## config.mk

```make
export PLATFORM = sky130hd
export DESIGN_NAME = imem_boot_loader
export DESIGN_NICKNAME = d
export VERILOG_FILES = /design/src/rtl/imem_boot_loader.sv
export SDC_FILE = /design/constraint.sdc
export NUM_CORES = 1
export LEC_CHECK = 0
export CELL_PAD_IN_SITES_DETAIL_PLACEMENT = 1
export CELL_PAD_IN_SITES_GLOBAL_PLACEMENT = 1
export CORE_MARGIN = 5
export CORE_UTILIZATION = 45
export DETAILED_ROUTE_END_ITERATION = 16
export PLACE_DENSITY_LB_ADDON = 0.2
export SLEW_MARGIN = 15
export SYNTH_ARGS = -nofsm -noshare
export SYNTH_HDL_FRONTEND = slang
export SYNTH_SLANG_ARGS = --single-unit
```

## constraint.sdc

```tcl
create_clock -name clk -period 2.7 [get_ports clk]
set_input_delay 0.405 -clock clk [delete_from_list [all_inputs] [get_ports clk]]
set_output_delay 0.405 -clock clk [all_outputs]
set_load 0.1 [all_outputs]
```

## src/rtl/imem_boot_loader.sv

```systemverilog
// imem_boot_loader: framed byte-stream loader for the 32-byte instruction memory.
// Frame: SYNC_BYTE, LEN, LEN data bytes, CHK (8-bit sum of data bytes).
// Data bytes are written to consecutive byte addresses starting at 0.
// The core stays held until a frame passes its length and checksum checks.
module imem_boot_loader #(
    parameter int unsigned MEM_BYTES = 32,
    parameter logic [7:0]  SYNC_BYTE = 8'hA5
) (
    input  logic                         clk,
    input  logic                         reset,
    input  logic [7:0]                   in_data,
    input  logic                         in_valid,
    output logic                         in_ready,
    input  logic                         start,
    output logic                         mem_we,
    output logic [$clog2(MEM_BYTES)-1:0] mem_addr,
    output logic [7:0]                   mem_wdata,
    output logic                         cpu_hold,
    output logic                         done,
    output logic                         err
);

    localparam int unsigned AW = $clog2(MEM_BYTES);
    localparam int unsigned LW = AW + 1;

    typedef enum logic [2:0] {
        S_IDLE,
        S_LEN,
        S_DATA,
        S_CHK,
        S_DONE,
        S_ERR
    } state_t;

    state_t          state_q;
    logic [LW-1:0]   len_q;
    logic [AW-1:0]   cnt_q;
    logic [7:0]      sum_q;
    logic            in_ready_q;
    logic            mem_we_q;
    logic [AW-1:0]   mem_addr_q;
    logic [7:0]      mem_wdata_q;
    logic            cpu_hold_q;
    logic            done_q;
    logic            err_q;

    logic            accept;
    logic            len_bad;
    logic            last_byte;
    logic [7:0]      sum_d;

    // Handshake, length-bounds and last-byte decode for the current input.
    always_comb begin
        accept    = in_valid && in_ready_q;
        len_bad   = (in_data == 8'd0) || ({24'd0, in_data} > 32'(MEM_BYTES));
        last_byte = ({1'b0, cnt_q} == (len_q - 1'b1));
        sum_d     = sum_q + in_data;
    end

    // Frame parser FSM; all outputs are registered alongside the state.
    always_ff @(posedge clk or posedge reset) begin
        if (reset) begin
            state_q     <= S_IDLE;
            len_q       <= '0;
            cnt_q       <= '0;
            sum_q       <= '0;
            in_ready_q  <= 1'b1;
            mem_we_q    <= 1'b0;
            mem_addr_q  <= '0;
            mem_wdata_q <= '0;
            cpu_hold_q  <= 1'b1;
            done_q      <= 1'b0;
            err_q       <= 1'b0;
        end else begin
            mem_we_q <= 1'b0;
            unique case (state_q)
                S_IDLE: begin
                    if (accept && in_data == SYNC_BYTE) begin
                        state_q <= S_LEN;
                    end
                end
                S_LEN: begin
                    if (accept) begin
                        if (len_bad) begin
                            state_q    <= S_ERR;
                            err_q      <= 1'b1;
                            in_ready_q <= 1'b0;
                        end else begin
                            state_q <= S_DATA;
                            len_q   <= in_data[LW-1:0];
                            cnt_q   <= '0;
                            sum_q   <= '0;
                        end
                    end
                end
                S_DATA: begin
                    if (accept) begin
                        mem_we_q    <= 1'b1;
                        mem_addr_q  <= cnt_q;
                        mem_wdata_q <= in_data;
                        sum_q       <= sum_d;
                        cnt_q       <= cnt_q + 1'b1;
                        if (last_byte) begin
                            state_q <= S_CHK;
                        end
                    end
                end
                S_CHK: begin
                    if (accept) begin
                        in_ready_q <= 1'b0;
                        if (in_data == sum_q) begin
                            state_q    <= S_DONE;
                            done_q     <= 1'b1;
                            cpu_hold_q <= 1'b0;
                        end else begin
                            state_q <= S_ERR;
                            err_q   <= 1'b1;
                        end
                    end
                end
                S_DONE, S_ERR: begin
                    if (start) begin
                        state_q    <= S_IDLE;
                        in_ready_q <= 1'b1;
                        cpu_hold_q <= 1'b1;
                        done_q     <= 1'b0;
                        err_q      <= 1'b0;
                    end
                end
                default: begin
                    state_q    <= S_IDLE;
                    in_ready_q <= 1'b1;
                    cpu_hold_q <= 1'b1;
                end
            endcase
        end
    end

    assign in_ready  = in_ready_q;
    assign mem_we    = mem_we_q;
    assign mem_addr  = mem_addr_q;
    assign mem_wdata = mem_wdata_q;
    assign cpu_hold  = cpu_hold_q;
    assign done      = done_q;
    assign err       = err_q;

endmodule

```

[After elaboration in Yosys (flattened, before gate mapping)]
Cells that the tools add are included.
Word-level totals
  bits in registers: 40
  latch bits: 0
  RAM bits: 0
  ROM bits: 0
  input port bits: 12
  output and inout bits: 18
  logic and storage cells: 91
  memories kept: 0
Operators by class
  $add $sub $neg: 3
  multiply operators: 0
  divide/modulo/power cells: 0
  magnitude comparators: 1
  equal/unequal tests: 18
  shifts and indexed selects: 0
  muxes and demuxes: 36
  bitwise operators: 3
  reduce and logical (&&, ||, !) cells: 19
Operator list (count)
  8-bit 2-to-1 mux: 3
  3-bit 2-to-1 mux: 7
  2-bit != test (second input constant): 10
  1-bit 2-to-1 mux: 16
  8-bit case mux with 2 select lines: 1
  5-bit 2-to-1 mux: 3
  3-bit case mux with 5 select lines: 1
  4-bit AND reduction: 3
  6-bit AND reduction: 2
  5-bit case mux with 2 select lines: 1
  8-bit adder: 1
  8-bit equality test: 1
  8-bit equality test (second input constant): 1
  8-bit by 6-bit greater-than comparator with 1-bit output (second input constant): 1
  8-bit zero test: 1
  3-bit by 2-bit equality test with 1-bit output (second input constant): 2
  3-bit equality test (second input constant): 2
  5-bit by 6-bit equality test with 1-bit output: 1
  1-bit case mux with 3 select lines: 2
  6-bit by 1-bit subtractor with 6-bit output (second input constant): 1
  5-bit by 1-bit adder with 5-bit output (second input constant): 1
  5-bit AND reduction: 1
  1-bit case mux with 4 select lines: 1
  2-bit nonzero test: 2
  11 further kinds: 15

[Longest topological paths before layout]
Gate-level depths: netlist of the first run.
  depth in word-level cells: 5
  gate-level depth with buffers: 7
  gate-level depth less buffers: 7

[Worst setup path after synthesis of the first run]
Ideal clock, no wire load.
  path kind: register to register
  from: reg in_ready_q, in the netlist in_ready
  to: reg len_q[2]
  setup time: 125 ps
  arrival time: 1906 ps
  required time: 2575 ps
  slack: 670 ps
  stages on the path, launching flop included: 5
  buffers on the path: 0
  period minus slack after synthesis: 2030 ps
  cell sequence: dfstp_2 > nand3_1 > nor2_1 > a21boi_4 > mux2_2
On the way
  cells in the longest elaborated chain, start to end: 2
Ends and longest elaborated chain
  from (decl): line 39  | logic in_ready_q;
  from (signal assigned): line 67  | in_ready_q <= 1'b1;
  from (signal assigned): line 87  | in_ready_q <= 1'b0;
  from (signal assigned): line 110  | in_ready_q <= 1'b0;
  1-bit logical AND: line 54  | accept = in_valid && in_ready_q;
  3-bit AND reduction (no line)
  to (signal assigned): line 90  | len_q <= in_data[LW-1:0];
  to (decl): line 36  | logic [LW-1:0] len_q;
No other way between the ends.
A chain may end at the register's enable or synchronous reset.

[Worst setup path after layout of the first run]
  from: in in_data[1]
  to: reg sum_q[7]
On the way
  cells in the longest elaborated chain, start to end: 4
  elaborated cells between the ends (all ways): 8
  classes of those cells: 1 x add/sub; 1 x order compare; 1 x eq/ne; 2 x mux; 3 x reduce/logical
Ends and longest elaborated chain
  from (decl): line 11  | input logic [7:0] in_data,
  8-bit by 6-bit greater-than comparator with 1-bit output / 8-bit zero test (equally long branches): line 55  | len_bad = (in_data == 8'd0) || ({24'd0, in_data} > 32'(MEM_BYTES));
  1-bit logical OR: line 55
  2-bit != test (no line)
  4-bit AND reduction (no line)
  to (signal assigned): line 101  | sum_q <= sum_d;
  to (decl): line 38  | logic [7:0] sum_q;
Parallel ways exist; a longest one is shown, timed or not. The select of a mux whose other input is x is not followed.

==> metrics, run 1 <==
number of global-route vias before repair=2009; Slew HR=0.650; initial antenna violation count=0; final max-slew violation count=0; clk_lat worst skew=0.29 ns; drc violations=0; worst-case hold slack=0.477 ns; part of the Yosys area used for sequential elements=0.464; I/O Pins=30; HP Class=reg -> reg; CP Cell Sequence=clkdlybuf4s50_1, ha_1, a211oi_1, o21ai_0, o41ai_1, a311o_1, o311ai_0; setup bufs post-CTS=0; GR Util All Layers=0.198; core region area=4690 µm²; most frequent cells in the layout=57 x nand2_1, 38 x dfrtp_1, 33 x buf_4, 13 x o21ai_0; post-DP HPWL=4290 µm; RSZ-0062 raised after global routing=no; setup TNS=0 ns; Die X=79.3 µm; Max H-tree Level=2; Mapped Avg Cell Area=9.24 µm²; PwrDens=416 nW/µm²; layout net count=298; CTS resizes=0; Fin. Hold Viols=0; clk slew on worst S/H paths=0.08 ns; number of max-cap violations=0; leading area contributor after synthesis=dfrtp_1; crit share post-route=0.871; # rows=25; Fmax achieved=0.425 GHz; area share of the largest cell type after synthesis=0.440; final-report setup violation count=0; post-route ant nets=0; vias=1870; worst-margin pin slew=0.525 ns; CP Buf/Inv Count=1; crit start category=input pin; asr flop ratio synth=1.00; Main synth FF type=dfrtp_1; Worst VDD drop=0.000184 V; CTS Hold Bufs=0; WL per Instance=17.2 µm; Ys Warns=0; CP max FO=3; Detailed Routing Iterations Pass 1=4; Iter 0 DRT Violations=65; first-pass GRT wire length=9800 µm; drt total wl=5690 µm; clock buffer depth=2; area grow syn2layout=22.0%; Area contributors post-synth=dfrtp_1 44%, nand2_1 9.9%, ha_1 5.2%; Synth Net Count=256; Crit path arrival time=2.51 ns; buffers added on ports=29; total power draw=1.10 mW; min cycle time layout=2.35 ns; CTS tree=done; LEAKAGE=1.34 nW; clk sinks=40; status=finished, final reports clean; global route overflow=0; Worst Setup End Kind=flip-flop; pin count of the biggest net entering global routing=41; most common cell after layout, fill and taps aside=nand2_1; DIE AREA=6290 µm²; crit-path leading delay family=compound AO/OA/AOI/OAI gates; Synth cell types=45; number of synthesized flops with an enable pin=0; CTS root buf=clkbuf_8; die height=79.3 µm; synthesized area=2160 µm²; CP required=2.85 ns; CP max stage delay=0.47 ns; Initial Util=0.461; CTS Buf Count=5; cells after synthesis=234; CP max-delay cell=clkdlybuf4s50_1; layout cells sized above 1=0.173; Vias/cell=5.65; Inserted Diodes=0; RePlAce Congestion=0.799; #FFs+latches synth=40; Crit Path Category=in -> reg; Final Skew=0.00593 ns
-- flip-flops by register name, summed over array words and instances (netlist names) --
name,flops
mem_wdata,8
sum_q,8
len_q,6
cnt_q,5
mem_addr,5
state_q,3
cpu_hold,1
done,1
err,1
in_ready,1
mem_we,1
-- layer usage --
metal	part of all wire	track usage	vias to the layer above
met5	0	0	-
met4	0.012	0.0619	0
met3	0.025	0.0295	7
met2	0.48	0.327	28
met1	0.48	0.268	942
li1	-	-	893
-- cell type report --
class / instances / area [µm²]
clock buffers: 8 / 90.1
fillers: 559 / 2050
inverters: 10 / 37.5
multi-input cells: 175 / 1080
flip-flops and latches: 40 / 1000
well taps: 54 / 67.6
repair buffers: 44 / 358
-- cells by family after synthesis --
family	share of synthesized area
AOI/OAI and AO/OA	0.145
xor gates and xnor gates	0.0608
adders and majority gates	0.0613
buffers and inverters	0.0353
DFF	0.464
muxes	0.0307
and+or+nand+nor	0.203
-- power by group --
part | internal (mW) | switching, mW | total [mW]
clock network | 0.209 | 0.208 | 0.417
registers | 0.599 | 0 | 0.599
logic | 0.0360 | 0.0468 | 0.0828
-- cell usage after synthesis, types with 2 or more instances --
| cell type | instances |
|---|---|
| nand2_1 | 57 |
| dfrtp_1 | 38 |
| o21ai_0 | 13 |
| nor2_1 | 11 |
| inv_1 | 10 |
| xor2_1 | 10 |
| ha_1 | 9 |
| a21oi_1 | 8 |
| nand3_1 | 8 |
| clkbuf_1 | 7 |
| mux2_2 | 5 |
| nor3_1 | 5 |
| xnor2_1 | 5 |
| nand4_1 | 4 |
| a21o_1 | 3 |
| a31oi_1 | 3 |
| nor2b_1 | 3 |
| o22ai_1 | 3 |
| a211oi_1 | 2 |
| and2_1 | 2 |
| dfstp_2 | 2 |
| o31ai_1 | 2 |
| o41ai_1 | 2 |
-- stage by stage --
step | setup WS [ns] | std cells | utilization | area, µm²
final | 0.347 | 331 | 0.562 | 2640
after global routing | 0.161 | 331 | 0.562 | 2640
after CTS | 0.352 | 331 | 0.562 | 2640
after detailed placement | 0.0478 | 323 | 0.543 | 2550
after global placement | 0.103 | 323 | 0.543 | 2550
after floorplan | 0.670 | 234 | - | 2160
-- path summary, 6_finish.rpt --
| check | slack (ns) | startpoint | cells past startpoint | end |
|---|---|---|---|---|
| min reg2reg | 0.48 | mem_wdata[4] | 2 | mem_wdata[4] |
| min in group asynchronous | 0.58 | reset | 3 | mem_addr[0] |
| min | 0.48 | mem_wdata[4] | 2 | mem_wdata[4] |
| max in group asynchronous | 1.75 | reset | 3 | cpu_hold |
| max reg2reg | 0.55 | sum_q[1] | 6 | sum_q[7] |
| max | 0.35 | in_data[1] | 7 | sum_q[7] |
-- worst min-delay path, delay by kind of cell, from the launching register on --
family	cells	cell delay [ns]
AND/OR/NAND/NOR	2	0.10
flip-flops	1	0.34
(Power assumes the default switching activity.)
==> inputs of run 2 (changes only) <==
--- a/config.mk
+++ b/config.mk
@@ -7,7 +7,6 @@
 export LEC_CHECK = 0
 export CELL_PAD_IN_SITES_DETAIL_PLACEMENT = 1
 export CELL_PAD_IN_SITES_GLOBAL_PLACEMENT = 1
-export CORE_MARGIN = 5
 export CORE_UTILIZATION = 45
 export DETAILED_ROUTE_END_ITERATION = 16
 export PLACE_DENSITY_LB_ADDON = 0.2
==> run 2 against run 1 <==
Compared with the run above:
- the run now ends with design-rule violations left
- register-to-register slack improved by 0.08 ns
- final cell count shrank 1.2%
- maximum frequency is 0.16% lower
- clock power rose by 19%
- non-clock buffer count shrank 2
- die area decreased by 19%
- via count fell by 1.5%
- clock skew about the same
- routed wire length is 0.72% lower
- combinational power decreased by 2%
- largest cell class unchanged
- largest power group unchanged
==> metrics, run 2 (synthesis results as in run 1) <==
I/O Pins=30; WL per Instance=17.3 µm; Clock power frac=0.422; final std cells w/o fill=327; Fin. Hold Viols=0; RePlAce Congestion=0.853; total power draw=1.18 mW; first-pass GRT wire length=9560 µm; Final Skew=0.00567 ns; crit-path leading delay family=compound AO/OA/AOI/OAI gates; # rows=24; layout net count=296; Area after DPL=2530 µm²; clk slew on worst S/H paths=0.08 ns; combinational fraction of design power=0.069; PwrDens=445 nW/µm²; core region area=4470 µm²; CP Cell Sequence=clkdlybuf4s50_1, ha_1, a211oi_1, o21ai_0, o41ai_1, a311o_1, o311ai_0; buffers added on ports=29; Core Util, Final=0.591; Vias/cell=5.63; final max-slew violation count=0; drt total wl=5640 µm; clk sinks=40; Worst VDD drop=0.000176 V; dpl cells=319; crit share post-route=0.873; CTS root buf=clkbuf_8; area grow syn2layout=22.2%; Worst Setup End Kind=flip-flop; layout cells sized above 1=0.175; Slew HR=0.656; RSZ-0062 raised after global routing=no; Initial Util=0.483; area of the multi-input gates=1080 µm²; CP max-delay cell=clkdlybuf4s50_1; crit start category=input pin; post-DP HPWL=4150 µm; drc violations=3; sw frac=0.228; CP Buf/Inv Count=1; initial antenna violation count=0; post-route ant nets=0; CP max FO=5; worst-margin pin slew=0.516 ns; Seq pwr share=0.509; CTS tree=done; CP required=2.86 ns; most frequent cells in the layout=57 x nand2_1, 38 x dfrtp_1, 31 x buf_4, 13 x o21ai_0; die height=71.3 µm; status=finished, violations left; number of max-cap violations=0; Max H-tree Level=2; DIE AREA=5090 µm²; setup TNS=0 ns; global route overflow=0; Detailed Routing Iterations Pass 1=10; vias=1842; Crit Path Category=in -> reg; pin count of the biggest net entering global routing=41; HP Class=reg -> reg; fin area=2640 µm²; CP max stage delay=0.55 ns; CTS Hold Bufs=0; number of global-route vias before repair=1986; Iter 0 DRT Violations=127; final-report setup violation count=0; most common cell after layout, fill and taps aside=nand2_1; CTS resizes=0; Fmax achieved=0.424 GHz; LEAKAGE=1.33 nW; Die X=71.3 µm; Crit path arrival time=2.52 ns; setup bufs post-CTS=0; Layout fillers=529; clk_lat worst skew=0.29 ns; register area=1000 µm²; Inserted Diodes=0; min cycle time layout=2.36 ns; clock buffer depth=2; CTS Buf Count=5; GR Util All Layers=0.244; total net switching power=269 µW; failing checks=design-rule violations; P_int=907 µW
[run 2: cell types whose count changed in the layout (fill, tap and decap cells not counted)]
cell	before	now
buf_4	33	31
clkbuf_1	2	0
bufinv_16	0	1
clkbuf_8	6	5
clkinv_2	0	1
clkinvlp_4	0	1
[run 2: metrics by stage]
stage	setup WS (ns)	hold slack (ns)
floorplan	0.670	0.470
global placement	0.121	0.460
detailed placement	0.0424	0.467
CTS	0.335	0.487
global route	0.0885	0.508
finish	0.344	0.485
[run 2: power groups by stage]
stage / registers (mW) / clock network, mW / logic [mW]
final: 0.599 / 0.496 / 0.0812
after global routing: 0.599 / 0.530 / 0.0894
after CTS: 0.599 / 0.506 / 0.0823
after detailed placement: 0.610 / 0 / 0.0813
after global placement: 0.610 / 0 / 0.0802
after floorplan: 0.610 / 0 / 0.0380
[run 2: worst paths after layout]
kind	cells past startpoint	endpoint	from	slack, ns
worst max-delay path	7	sum_q[7]	in_data[1]	0.34
worst min-delay path	2	mem_wdata[4]	mem_wdata[4]	0.48
worst max register to register	6	sum_q[7]	sum_q[1]	0.63
worst min register to register	2	mem_wdata[4]	mem_wdata[4]	0.48
max in group asynchronous	3	cpu_hold	reset	1.78
min in group asynchronous	3	mem_wdata[4]	reset	0.53
[run 2: area by class of cell]
type	instances	share of cell area
Clock buffer	5	0.0260
Inverter	10	0.0142
Sequential cell	40	0.380
Clock inverter	3	0.0161
Tap cell	52	0.0246
Multi-Input combinational cell	175	0.410
Timing Repair Buffer	42	0.130
[run 2: layer usage]
| metal | wire length (µm) | GRT usage | part of all wire | vias up |
|---|---|---|---|---|
| met5 | 0 | 0 | 0 | - |
| met4 | 95 | 0.0756 | 0.017 | 0 |
| met3 | 139 | 0.0394 | 0.025 | 10 |
| met2 | 2820 | 0.422 | 0.50 | 26 |
| met1 | 2590 | 0.316 | 0.46 | 915 |
| li1 | - | - | - | 891 |
[run 2: worst register-to-register path: stages (launching register included)]
cell and delay [ns]:
dfrtp_1 0.43, ha_1 0.33, a211oi_1 0.30, o21ai_0 0.19, o41ai_1 0.34, a311o_1 0.22, o311ai_0 0.12
==> inputs of run 3 (changes only) <==
--- a/config.mk
+++ b/config.mk
@@ -7,6 +7,7 @@
 export LEC_CHECK = 0
 export CELL_PAD_IN_SITES_DETAIL_PLACEMENT = 1
 export CELL_PAD_IN_SITES_GLOBAL_PLACEMENT = 1
+export CORE_MARGIN = 2
 export CORE_UTILIZATION = 45
 export DETAILED_ROUTE_END_ITERATION = 16
 export PLACE_DENSITY_LB_ADDON = 0.2
==> run 3 against run 2 <==
Compared with the run above:
- the run now ends clean
- global-route usage is 2.1 points lower
- final cell count stayed put
- non-clock buffer count decreased by 2
- final area is 1.6% lower
- via count down 0.92%
- sequential cell count stayed put
- register-to-register slack better by 0.02 ns
- clock power decreased by 19%
- combinational power about the same
- critical endpoint unchanged
- largest power group unchanged
==> metrics, run 3 (synthesis results as in run 1) <==
RSZ-0062 raised after global routing=no; Crit path arrival time=2.46 ns; Core Util, Final=0.554; worst-margin pin slew=0.540 ns; Crit Path Category=in -> reg; Die X=73.3 µm; Max H-tree Level=2; die height=73.3 µm; status=finished, final reports clean; Initial Util=0.461; Iter 0 DRT Violations=85; Slew HR=0.640; crit share post-route=0.850; number of global-route vias before repair=1892; min cycle time layout=2.29 ns; clk sinks=40; initial antenna violation count=0; core region area=4690 µm²; Reg2Reg Depth=6; # rows=25; I/O Pins=30; clk_lat worst skew=0.30 ns; first-pass GRT wire length=9090 µm; global route overflow=0; CP max FO=4; buffers added on ports=29; drc violations=0; setup bufs post-CTS=0; layout net count=294; Inserted Diodes=0; HP Class=reg -> reg; drt total wl=5510 µm; CTS tree=done; CP required=2.86 ns; Detailed Routing Iterations Pass 1=5; CTS root buf=clkbuf_8; crit start category=input pin; CTS resizes=0; GR Util All Layers=0.224; area grow syn2layout=20.3%; vias=1825; Fin. Hold Viols=0; RePlAce Congestion=0.847; WL per Instance=16.9 µm; final max-slew violation count=0; Hold Path Cell Cnt=2; CTS Buf Count=5; Vias/cell=5.58; Worst Setup End Kind=flip-flop; CTS Hold Bufs=0; DIE AREA=5380 µm²; Worst VDD drop=0.000271 V; PwrDens=417 nW/µm²; clock buffer depth=2; clk slew on worst S/H paths=0.08 ns; layout cells sized above 1=0.161; setup TNS=0 ns; most frequent cells in the layout=57 x nand2_1, 38 x dfrtp_1, 29 x buf_4, 13 x o21ai_0; post-route ant nets=0; Final Skew=0.00794 ns; post-DP HPWL=4000 µm; final-report setup violation count=0; most common cell after layout, fill and taps aside=nand2_1; pin count of the biggest net entering global routing=41; Fmax achieved=0.436 GHz; number of max-cap violations=0; LEAKAGE=1.31 nW
[run 3: changes by cell type in the layout (fill, tap and decap cells not counted), sizes merged]
cell      previous run  this run
buf                 31        29
clkbuf               5         7
bufinv               1         0
clkinvlp             1         0
[run 3: through the flow]
step / instance area (µm²) / cells / hold slack, ns / setup WS, ns / power, mW
global route: 2600 / 327 / 0.511 / 0.242 / 1.12
finish: 2600 / 327 / 0.478 / 0.406 / 1.08
CTS: 2600 / 327 / 0.485 / 0.415 / 1.10
global placement: 2520 / 319 / 0.461 / 0.127 / 0.691
floorplan: 2160 / 234 / 0.470 / 0.670 / 0.648
detailed placement: 2520 / 319 / 0.465 / 0.100 / 0.692
[run 3: worst max-delay path, stage by stage]
cell and delay, ns:
clkdlybuf4s50_1 0.51, ha_1 0.38, a211oi_1 0.29, o21ai_0 0.18
o41ai_1 0.35, a311o_1 0.22, o311ai_0 0.11
[run 3: area by class of cell]
class	instances	area (µm²)
multi-input combinational	175	1080
timing repair buffer	40	328
fill	542	2090
clock inverter	1	5.00
clock buffer	7	76.3
sequential	40	1000
inverter	10	37.5
tap	54	67.6
[run 3: metal layers]
layer	vias up	track usage	share of wire
li1	887	-	-
met4	0	0.0667	0.013
met1	902	0.301	0.48
met5	-	0	0
met2	30	0.369	0.48
met3	6	0.0412	0.030
[run 3: path summary, 6_finish.rpt]
| path | startpoint | endpoint | slack [ns] |
|---|---|---|---|
| worst min register to register | mem_wdata[6] | mem_wdata[6] | 0.48 |
| worst min-delay path | mem_wdata[6] | mem_wdata[6] | 0.48 |
| worst max-delay path | in_data[1] | sum_q[7] | 0.41 |
| worst max register to register | sum_q[1] | sum_q[7] | 0.65 |
| min in group asynchronous | reset | mem_wdata[5] | 0.55 |
| max in group asynchronous | reset | len_q[2] | 1.78 |
[run 3: power breakdown]
part	switching [mW]	total, mW	internal (mW)
Clock	0.222	0.404	0.182
Combinational	0.0463	0.0814	0.0351
Sequential	0	0.599	0.599
